--- src/rtl/apb_pkg.sv ---
// Shared APB slave definitions: bus widths, FSM encoding and the latched request.
package apb_pkg;

  localparam int unsigned ADDR_W = 5;
  localparam int unsigned DATA_W = 32;
  localparam int unsigned WCNT_W = 4;

  typedef enum logic [1:0] {
    IDLE   = 2'b00,
    SETUP  = 2'b01,
    ACCESS = 2'b10
  } apb_state_e;

  // Transfer attributes captured in the setup cycle
  typedef struct packed {
    logic [ADDR_W-1:0] addr;
    logic              write;
    logic [DATA_W-1:0] wdata;
  } apb_req_t;

  // True when a word address maps onto an implemented register
  function automatic logic addr_in_range(input logic [ADDR_W-1:0] addr,
                                         input int unsigned       depth);
    return ({1'b0, addr} < (ADDR_W + 1)'(depth));
  endfunction

endpackage

--- src/rtl/apb_slave_regfile.sv ---
// Register storage: one synchronous write port, one combinational read port, async clear.
module apb_slave_regfile
  import apb_pkg::*;
#(
  parameter int unsigned DEPTH = 16
) (
  input  logic              clk,
  input  logic              rst_n,
  input  logic              we_i,
  input  logic [ADDR_W-1:0] waddr_i,
  input  logic [DATA_W-1:0] wdata_i,
  input  logic [ADDR_W-1:0] raddr_i,
  output logic [DATA_W-1:0] rdata_o
);

  localparam int unsigned IDX_W = (DEPTH > 1) ? $clog2(DEPTH) : 1;

  logic [DATA_W-1:0] mem_q [DEPTH];

  // Caller guarantees addresses are in range before asserting we_i
  always_ff @(posedge clk or negedge rst_n) begin
    if (!rst_n) begin
      for (int i = 0; i < int'(DEPTH); i++) begin
        mem_q[i] <= '0;
      end
    end else if (we_i) begin
      mem_q[IDX_W'(waddr_i)] <= wdata_i;
    end
  end

  assign rdata_o = mem_q[IDX_W'(raddr_i)];

endmodule

--- src/rtl/apb_slave.sv ---
// APB register slave with a fixed number of wait states, latched request and range-checked access.
module apb_slave
  import apb_pkg::*;
#(
  parameter int unsigned WAIT_CYCLES = 1,
  parameter int unsigned DEPTH       = 16
) (
  input  logic              clk,
  input  logic              rst_n,
  input  logic              psel,
  input  logic              penable,
  input  logic              pwrite,
  input  logic [ADDR_W-1:0] paddr,
  input  logic [DATA_W-1:0] pwdata,
  output logic              pready,
  output logic [DATA_W-1:0] prdata,
  output logic              pslverr
);

  apb_state_e        state_q, state_d;
  logic [WCNT_W-1:0] wcnt_q, wcnt_d;
  apb_req_t          req_q, req_d;
  logic              commit_c;
  logic              in_range_c;
  logic [DATA_W-1:0] rdata_c;

  always_ff @(posedge clk or negedge rst_n) begin
    if (!rst_n) begin
      state_q <= IDLE;
      wcnt_q  <= '0;
      req_q   <= '0;
    end else begin
      state_q <= state_d;
      wcnt_q  <= wcnt_d;
      req_q   <= req_d;
    end
  end

  // Next state; dropping psel before completion abandons the transfer without a commit
  always_comb begin
    state_d  = state_q;
    wcnt_d   = wcnt_q;
    req_d    = req_q;
    commit_c = 1'b0;
    unique case (state_q)
      IDLE: begin
        if (psel && !penable) begin
          state_d     = SETUP;
          req_d.addr  = paddr;
          req_d.write = pwrite;
          req_d.wdata = pwdata;
        end
      end
      SETUP: begin
        if (!psel) begin
          state_d = IDLE;
        end else begin
          state_d = ACCESS;
          wcnt_d  = WCNT_W'(WAIT_CYCLES);
        end
      end
      ACCESS: begin
        if (!psel) begin
          state_d = IDLE;
          wcnt_d  = '0;
        end else if (wcnt_q == '0) begin
          state_d  = IDLE;
          commit_c = req_q.write && in_range_c;
        end else begin
          wcnt_d = wcnt_q - WCNT_W'(1);
        end
      end
      default: begin
        state_d = IDLE;
        wcnt_d  = '0;
      end
    endcase
  end

  assign in_range_c = addr_in_range(req_q.addr, DEPTH);

  apb_slave_regfile #(
    .DEPTH (DEPTH)
  ) u_regfile (
    .clk     (clk),
    .rst_n   (rst_n),
    .we_i    (commit_c),
    .waddr_i (req_q.addr),
    .wdata_i (req_q.wdata),
    .raddr_i (req_q.addr),
    .rdata_o (rdata_c)
  );

  // Response decoded from registered state only
  assign pready  = (state_q == ACCESS) && (wcnt_q == '0);
  assign pslverr = pready && !in_range_c;
  assign prdata  = (pready && !req_q.write && in_range_c) ? rdata_c : '0;

endmodule

--- config.mk ---
export PLATFORM = sky130hd
export DESIGN_NAME = apb_slave
export DESIGN_NICKNAME = d
export VERILOG_FILES = /design/src/rtl/apb_pkg.sv /design/src/rtl/apb_slave_regfile.sv /design/src/rtl/apb_slave.sv
export SDC_FILE = /design/constraint.sdc
export NUM_CORES = 1
export LEC_CHECK = 0
export CAP_MARGIN = 0
export CORE_MARGIN = 8
export CORE_UTILIZATION = 55
export CTS_CLUSTER_DIAMETER = 150
export CTS_CLUSTER_SIZE = 40
export DETAILED_ROUTE_END_ITERATION = 7
export HOLD_SLACK_MARGIN = 0.05
export PLACE_DENSITY_LB_ADDON = 0.1
export SYNTH_ARGS = -nofsm -noshare
export SYNTH_HDL_FRONTEND = slang
export SYNTH_SLANG_ARGS = --single-unit
--- constraint.sdc ---
create_clock -name clk -period 2.3 [get_ports clk]
set_input_delay 0.46 -clock clk [delete_from_list [all_inputs] [get_ports clk]]
set_output_delay 0.46 -clock clk [all_outputs]
set_load 0.01 [all_outputs]
# After elaboration in Yosys (flattened, before gate mapping)
# Index checks and enable logic that the tools add are counted.
[totals]
register_bits = 556
inputBits = 42
[op_classes]
n_addsub = 1
order_cmp = 3
n_eq_ne = 6
muxes = 19
n_bitwise = 2
n_reduce_logical = 15
[op_table]
columns = ["op", "n"]
rows = [
  ["512-bit bitwise mux", 1],
  ["32-bit binary-select mux with 4-bit select", 1],
  ["32-bit demux with 4-bit select", 1],
  ["32-bit two-way mux", 4],
  ["4-bit two-way mux", 3],
  ["4-bit one-hot mux with 3 select lines", 1],
  ["2-bit two-way mux", 4],
  ["1-bit logical AND", 7],
  ["3-bit != test, second input constant", 2],
  ["2-bit one-hot mux with 3 select lines", 1],
  ["5-bit >= comparator, second input constant", 1],
  ["5-bit by 1-bit < comparator with 1-bit output, second input constant", 1],
  ["5-bit < comparator, second input constant", 1],
  ["4-bit inverter with 5-bit output", 1],
  ["4-bit zero test", 1],
  ["2-bit != test, second input constant", 2],
  ["2-bit AND reduction", 2],
  ["4-bit by 1-bit subtractor with 4-bit output, second input constant", 1],
  ["1-bit zero test", 3],
  ["1-bit two-way mux", 3],
  ["3-bit AND reduction", 1],
  ["2-bit by 1-bit == test with 1-bit output, second input constant", 1],
  ["2-bit == test, second input constant", 1],
  ["2-bit zero test", 1],
  ["1-bit inverter", 1],
]

# Longest topological paths before layout
# Gate-level depths: netlist of the first run.
[depth]
ltp_word = 6
ltp_mapped = 8
ltp_nobuf = 6

# By module
# From an unflattened synthesis of the first run, not the netlist that was laid out.
[unflattened]
cells_unflattened = 1567
area_unflattened_um2 = 24868.9
[modules_own_cells]
columns = ["module", "n_inst", "cells_each", "area_per_inst_um2", "seq_area_each_um2"]
rows = [
  ["apb_slave_regfile", 1, 1405, 22774.3, 12812.3],
  ["apb_slave", 1, 162, 2094.5, 1101.1],
]

# Least setup slack after synthesis of the first run
# Ideal clock, no wire load.
[synth_path]
path_type = "flip-flop to output port"
startpoint = "register wcnt_q[0]"
endpoint = "output prdata[11]"
arrival_time_ns = 1.873
t_required_ns = 1.840
slack_ns = -0.033
path_stages_with_launch = 8
path_cell_list = "dfrtp_1 > inv_1 > ha_1 > nor4bb_1 > buf_2 > nand2_1 > clkbuf_1 > nor4_1"
[synth_via]
elab_chain_cells = 5
[synth_rtl]
columns = ["item", "line", "rtl"]
rows = [
  ["start, declared", "apb_slave.sv:21", "logic [WCNT_W-1:0] wcnt_q, wcnt_d;"],
  ["start signal, assigned", "apb_slave.sv:34", "wcnt_q <= wcnt_d;"],
  ["4-bit zero test", "apb_slave.sv:95", "assign pready = (state_q == ACCESS) && (wcnt_q == '0);"],
  ["1-bit logical AND", "apb_slave.sv:95", ""],
  ["via pready", "apb_slave.sv:15", "output logic pready,"],
  ["1-bit logical AND (2 in series)", "apb_slave.sv:97", "assign prdata = (pready && !req_q.write && in_range_c) ? rdata_c : '0;"],
  ["32-bit two-way mux", "apb_slave.sv:97", ""],
  ["end, declared", "apb_slave.sv:16", "output logic [DATA_W-1:0] prdata,"],
]
# The timed path passes the listed nets, and every way through them passes these cells.

# Worst setup path in the final report of the first run
[layout_path]
startpoint = "register req_q[33] (netlist bit)"
endpoint = "output prdata[15]"
[layout_via]
elab_chain_cells = 5
word_cells_on_any_way = 7
classes_between = "1 x order compare; 4 x mux; 1 x bitwise; 1 x reduce/logical"
[layout_rtl]
columns = ["item", "line", "rtl"]
rows = [
  ["start, declared", "apb_slave.sv:22", "apb_req_t req_q, req_d;"],
  ["start signal, assigned", "apb_slave.sv:35", "req_q <= req_d;"],
  ["4-bit inverter with 5-bit output (not written as such)", "apb_slave_regfile.sv:31", "assign rdata_o = mem_q[IDX_W'(raddr_i)];"],
  ["32-bit binary-select mux with 4-bit select", "apb_slave_regfile.sv:31", ""],
  ["32-bit two-way mux (not written as such) (2 in series)", "apb_slave_regfile.sv:31", ""],
  ["32-bit two-way mux *", "apb_slave.sv:97", ""],
]
# Mark *: on every way between the ends. The rest lies on a longest branch, timed or not. The select of a mux whose other input is x is not followed.

==> qor.txt, run 1 <==
Largest net degree at the start of global routing - 65
Fin crit share - 137.8%
Mux share of post-synthesis cell area - 36.92%
Final hold vios - 0
Port buffer count - 75
Ys Warns - 0
Max_cap viols - 0
Setup crit end kind - output pin
TritonCTS clock tree - yes
Avg Inst Size Synth - 15.63 um^2
Critical setup path kind - reg -> out
Main flop type after synthesis - dfrtp_1
Die Area - 53100 um^2
Psw - 10.59 mW
Power density cells - 912.9 nW/um^2
Share of layout cells above drive strength 1 - 62.58%
Leakage power - 15.62 nW
Num ports - 76
GP Congestion - 0.7956
Final Critical Period - 3.169 ns
Post-route clock skew - 0.02088 ns
Clk pwr share - 14.3%
Final ANT Viol Nets - 0
Total GRT Usage - 27.04%
Drt via density - 6.320
Initial antenna violation count - 0
Power Total - 30.74 mW
Failing checks - negative setup slack
Max incr delay on CP - 0.55 ns
First-pass GRT wire length - 110100 um
Finished Layout Cells - 2535
Ant. Diodes - 0
Simple-gate area share of the yosys netlist - 2.503%
Sw frac - 34.43%
Cell Rows - 78
CTS root buf - clkbuf_16
Number of H-tree levels - 1
Largest family of logic cells by synthesized area - multiplexers
Yosys cell types - 40
Least-Margin Pin Slew - 0.7457 ns
Outcome - finished with violations
Number of synthesized flops with an enable pin - 0
Worst skew pair latency - 0.58 ns
Clock transition at path regs - 0.15 ns
Final worst slack - -0.8689 ns
FFs w/ async S/R, synth - 100.0%
Setup violations, final - 546
CTS Sinks - 556
Critical path startpoint category - flop
WP data arrival - 2.71 ns
Internal Dissipation - 20.16 mW
Routed len/inst - 30.17 um
Vias in the first global route - 17108
Detailed Routing Iterations Pass 1 - 5
Congestion Overflow GR - 0
Combinational share of power - 41.7%
Cell count after placement - 2326
Worst path bufs/invs - 6
Detailed-route via count - 16021
Post-Route WL - 76490 um
CTS max path bufs - 3
Slew HR - 50.28%
CTS Buf Count - 17
Initial core utilization - 55.73%
Die height - 230.4 um
Max Slew Vio Count - 0
Critical path fanouts, max - 9
Sequential cell area fraction in the yosys report - 55.02%
Post-route DRC - 0
Starting DRT DRC Count - 1279
Delay-heaviest family, CP - buffers and inverters
Dpl hpwl - 37990 um
Synth Instances - 1618
Crit-path cells - buf_12 > buf_12 > buf_16 > buf_4 > mux2i_1 > a21oi_1 > a211oi_2 > nor4_1 > buf_4 > buf_6
Core footprint - 45380 um^2
Worst hold path type - in -> async
Nets - 1980
Worst hold slack - 0.4642 ns
TNS Setup - -296.60 ns
Max Fclk - 315.6 MHz
Register bit total from synthesis - 556
Unrepaired setup endpoints after global routing - true
Adder-cell area share of the yosys netlist - 0.2474%
Seq pwr share - 44.0%
Slowest-stage cell, CP - dfrtp_4
Nets in the synthesized netlist - 1665
Fillers - 2674
Die X - 230.4 um
Area Growth Syn to Fin - 33.18%
Maximum vdd ir drop - 0.0006596 V
Compound-Gate Fraction of Synth Area - 2.345%
Post-Synth XOR/XNOR Area - 0%
Worst path required time - 1.84 ns
Mapped cell area - 25290 um^2
final timing paths:
path	slack, ns	cells past startpoint	end	start
min in group clk	0.48	2	req_q[4]	pwdata[4]
max in group asynchronous	1.04	3	u_regfile.mem_q[14]	rst_n
min	0.46	2	req_q[24]	rst_n
min reg2reg	0.52	1	u_regfile.mem_q[63]	u_regfile.mem_q[63]
max	-0.87	10	prdata[15]	req_q[33]
max reg2reg	-0.71	16	u_regfile.mem_q[292]	wcnt_q[0]
metrics by stage:
stage                     setup slack [ns]  area, um^2  util (%)
after detailed placement           -0.5873       28150     62.02
after global routing               -0.9634       33680     74.22
after floorplan                   -0.03271       25340         -
after CTS                          -0.8034       32620     71.88
final                              -0.8689       33680     74.22
after global placement             -0.5472       28150     62.02
layer usage:
| metal | GRT usage, % | up-vias | wire [um] |
|---|---|---|---|
| met2 | 43.29 | 554 | 36900 |
| li1 | - | 6587 | - |
| met4 | 10.35 | 0 | 3469 |
| met5 | 0 | - | 0 |
| met3 | 4.243 | 167 | 4053 |
| met1 | 37.22 | 8713 | 32070 |
cells by family after synthesis:
logic type | Yosys count
flip-flops | 556
AND/OR/NAND/NOR | 103
multiplexers | 721
adder cells (fa/ha/maj) | 5
AO/OA/AOI/OAI | 84
buffers and inverters | 149
worst reg2reg max path: cells and delay by family, from the launching register on:
kind          cells  cell delay (ns)
buf+inv          11             1.39
simple gates      3             0.66
flops             1             0.41
mux               1             0.33
fa+ha+maj         1             0.13
cell usage in the layout (no fill, tap or decap), types with 3 or more instances in the layout:
master	n
a22oi_2	4
dfrtp_4	4
a21oi_1	5
nor2_1	13
nor2_2	3
buf_12	117
nor2b_1	11
nand4_1	3
nor2_4	6
or2_2	3
buf_6	86
a21oi_2	6
a211oi_2	45
mux2_4	389
nand2_1	12
mux2_2	165
nor2b_4	17
nand3_1	3
a22oi_1	3
clkbuf_1	3
o21ai_0	4
mux2i_1	51
ha_1	4
clkdlybuf4s50_1	40
buf_16	13
buf_4	134
nor4_4	7
clkbuf_16	26
inv_1	5
mux4_2	114
buf_2	24
buf_8	12
nand3_4	5
dfrtp_1	552
a211oi_4	9
cell usage after synthesis, types with 2 or more instances:
master / count / area (um^2)
buf_4: 28 / 210.2
inv_1: 8 / 30.03
nand2_1: 14 / 52.55
clkbuf_1: 54 / 202.7
a211oi_1: 55 / 412.9
buf_2: 51 / 255.2
or2_2: 3 / 18.77
nor2b_1: 28 / 175.2
buf_6: 3 / 33.78
nor4_4: 4 / 85.08
dfrtp_1: 556 / 13910
a22oi_1: 7 / 52.55
nor3_1: 2 / 10.01
mux4_2: 114 / 2567
nand3_1: 8 / 40.04
nand2b_1: 2 / 12.51
mux2i_1: 53 / 530.5
ha_1: 5 / 62.56
mux2_2: 538 / 6058
mux2_1: 16 / 180.2
and2_1: 2 / 12.51
buf_1: 5 / 18.77
nand4_1: 3 / 18.77
nor4_1: 6 / 37.54
o21ai_0: 4 / 20.02
nor2_1: 22 / 82.58
nor4bb_1: 2 / 20.02
nor3_2: 2 / 20.02
a21oi_1: 12 / 60.06
final cells by class:
type,count,area (um^2),area share (%)
clock inverters,1,30.03,0.08916
repair buffers,437,5643,16.75
inverters,8,33.78,0.1003
flip-flops and latches,556,13930,41.36
multi-input cells,913,12860,38.18
well taps,600,750.7,2.229
clock buffers,20,436.7,1.297
timing repair:
item | CTS | global route
setup buffers | 111 | 78
hold endpoints to repair | 40 | 0
pin swaps | 65 | 53
setup endpoints to repair | 546 | 546
hold buffers | 1 | 0
gates resized for setup | 691 | 249
gates cloned | 36 | 10
power by group through the flow:
stage	clock, mW	sequential (mW)	combinational (mW)
5_1_grt	4.75	13.8	13.4
3_5_place_dp	0	13.4	8.34
3_3_place_gp	0	13.3	8.19
4_1_cts	4.46	13.3	11.0
6_report	4.39	13.5	12.8
2_1_floorplan	0	12.1	5.87
state kept, by name (all words and copies together), names as in the netlist:
signal / cells
req_q: 38
state_q: 2
u_regfile.mem_q: 512
wcnt_q: 4
(Power assumes the default switching activity.)
==> inputs of run 2 (changes only) <==
--- a/config.mk
+++ b/config.mk
@@ -6,6 +6,7 @@
 export NUM_CORES = 1
 export LEC_CHECK = 0
 export CAP_MARGIN = 0
+export CORE_ASPECT_RATIO = 1.1
 export CORE_MARGIN = 8
 export CORE_UTILIZATION = 55
 export CTS_CLUSTER_DIAMETER = 150
==> run 2 against run 1 <==
The flow still finishes with violations (negative setup slack). Wire length decreased by 9.1%. Core utilization is 3.7 points lower. Via count shrank 4.6%. Die area is essentially flat. Hold slack got worse by 0.092 ns. Critical endpoint is now prdata[20]. Highest routed layer is now met5.
==> qor.txt, run 2 (same netlist as run 1, synthesis figures left out) <==
Fin crit share - 131.3%
Post-Route WL - 69560 um
Most common cell after layout, fill and taps aside - dfrtp_1
Worst skew pair latency - 0.61 ns
Largest reg by FF count - u_regfile.mem_q
WP data arrival - 2.56 ns
Finished Layout Cells - 2450
Fillers - 2920
Largest net degree at the start of global routing - 80
Nets - 1907
Detailed Routing Iterations Pass 1 - 5
Failing checks - negative setup slack
Worst hold slack - 0.3720 ns
Combinational share of power - 40.3%
Initial core utilization - 55.64%
TritonCTS clock tree - yes
Cell count after placement - 2310
Die height - 240.9 um
Least-Margin Pin Slew - 0.6204 ns
Final worst slack - -0.7197 ns
Max Fclk - 331.2 MHz
Ant. Diodes - 0
Congestion Overflow GR - 0
Dpl hpwl - 38170 um
CTS Buf Count - 17
Max_cap viols - 0
Sw frac - 34.45%
Seq pwr share - 44.8%
Unrepaired setup endpoints after global routing - true
Number of H-tree levels - 1
Setup violations, final - 545
Worst path required time - 1.84 ns
Initial antenna violation count - 1
Starting DRT DRC Count - 1265
Detailed-route via count - 15287
Post-route DRC - 0
Psw - 10.27 mW
CTS max path bufs - 3
Highest-count cells in the layout ignoring fill and taps - dfrtp_1 (552), mux2_2 (312), mux2_4 (236), buf_4 (117), mux4_2 (114)
Critical path fanouts, max - 5
Leakage power - 14.95 nW
Max Slew Vio Count - 0
Power Total - 29.82 mW
Largest register FFs - 512
Port buffer count - 75
Die Area - 53110 um^2
Critical path startpoint category - flop
Drt via density - 6.240
Maximum vdd ir drop - 0.0006258 V
Cell Rows - 82
Post-route clock skew - 0.05317 ns
Final ANT Viol Nets - 0
GP Congestion - 0.8018
Share of layout cells above drive strength 1 - 60.96%
Num ports - 76
First-pass GRT wire length - 104000 um
Area Growth Syn to Fin - 26.75%
Footprint of the multi-input gates - 12280 um^2
Final Critical Period - 3.020 ns
Biggest regs - u_regfile.mem_q (512), req_q (38), wcnt_q (4)
Setup WS pre-CTS - -0.7969 ns
CTS Sinks - 556
Slew HR - 58.64%
Clock transition at path regs - 0.15 ns
Design area - 32050 um^2
Power density cells - 930.5 nW/um^2
Outcome - finished with violations
Clk pwr share - 14.8%
Placed inst area - 28130 um^2
Routed len/inst - 28.39 um
Setup crit end kind - output pin
Critical setup path kind - reg -> out
CTS root buf - clkbuf_16
Internal Dissipation - 19.55 mW
Vias in the first global route - 16499
Die X - 220.5 um
Total GRT Usage - 25.93%
Core footprint - 45450 um^2
Worst hold path type - in -> async
Final hold vios - 0
FF+latch area - 13930 um^2
[run 2: power by group through the flow]
stage          sequential (mW)  combinational [mW]  clock, mW
2_1_floorplan             12.1                5.87          0
3_3_place_gp              13.2                8.35          0
3_5_place_dp              13.4                8.45          0
4_1_cts                   13.2                11.5       4.51
5_1_grt                   13.6                12.6       4.77
6_report                  13.4                12.0       4.42
[run 2: through the flow]
stage	utilization [%]	TNS (ns)
after floorplan	-	-0.1308
after global placement	61.88	-122.14
after detailed placement	61.88	-126.66
after CTS	69.03	-265.49
after global routing	70.52	-214.58
final	70.52	-160.13
[run 2: final timing paths]
kind / start / to / slack, ns / depth (start not counted)
max: req_q[36] / prdata[20] / -0.72 / 10
min: rst_n / u_regfile.mem_q[151] / 0.37 / 2
max reg2reg: req_q[36] / u_regfile.mem_q[373] / -0.48 / 12
min reg2reg: u_regfile.mem_q[486] / u_regfile.mem_q[486] / 0.51 / 1
max in group asynchronous: rst_n / u_regfile.mem_q[355] / 1.07 / 3
min in group clk: pwdata[2] / req_q[2] / 0.45 / 2
[run 2: final cells by class]
cell class	count	area share (%)
inverters	8	0.1054
well taps	588	2.295
multi-input cells	913	38.30
clock inverters	2	0.1210
clock buffers	19	1.351
flip-flops and latches	556	43.45
repair buffers	364	14.38
[run 2: repair_timing]
| action | CTS | global route |
|---|---|---|
| hold buffers | 1 | 0 |
| hold endpoints to repair | 35 | 0 |
| resized for setup | 480 | 207 |
| setup buffers | 83 | 29 |
| setup endpoints to repair | 544 | 546 |
| cloned | 30 | 7 |
| pin swaps | 66 | 46 |
[run 2: critical path, cell delays in order (launching register included)]
cell and delay [ns]:
dfrtp_4 0.47, buf_12 0.13, buf_8 0.11, buf_6 0.10
clkinvlp_4 0.19, buf_6 0.19, a21oi_4 0.15, a211oi_4 0.05
nor4_4 0.31, buf_4 0.18, buf_6 0.10
[run 2: metal layers]
metal | global-route usage, % | routed length (um)
met1 | 36.42 | 30190
met2 | 42.70 | 34130
met3 | 3.372 | 3233
met4 | 6.596 | 1995
met5 | 0 | 13
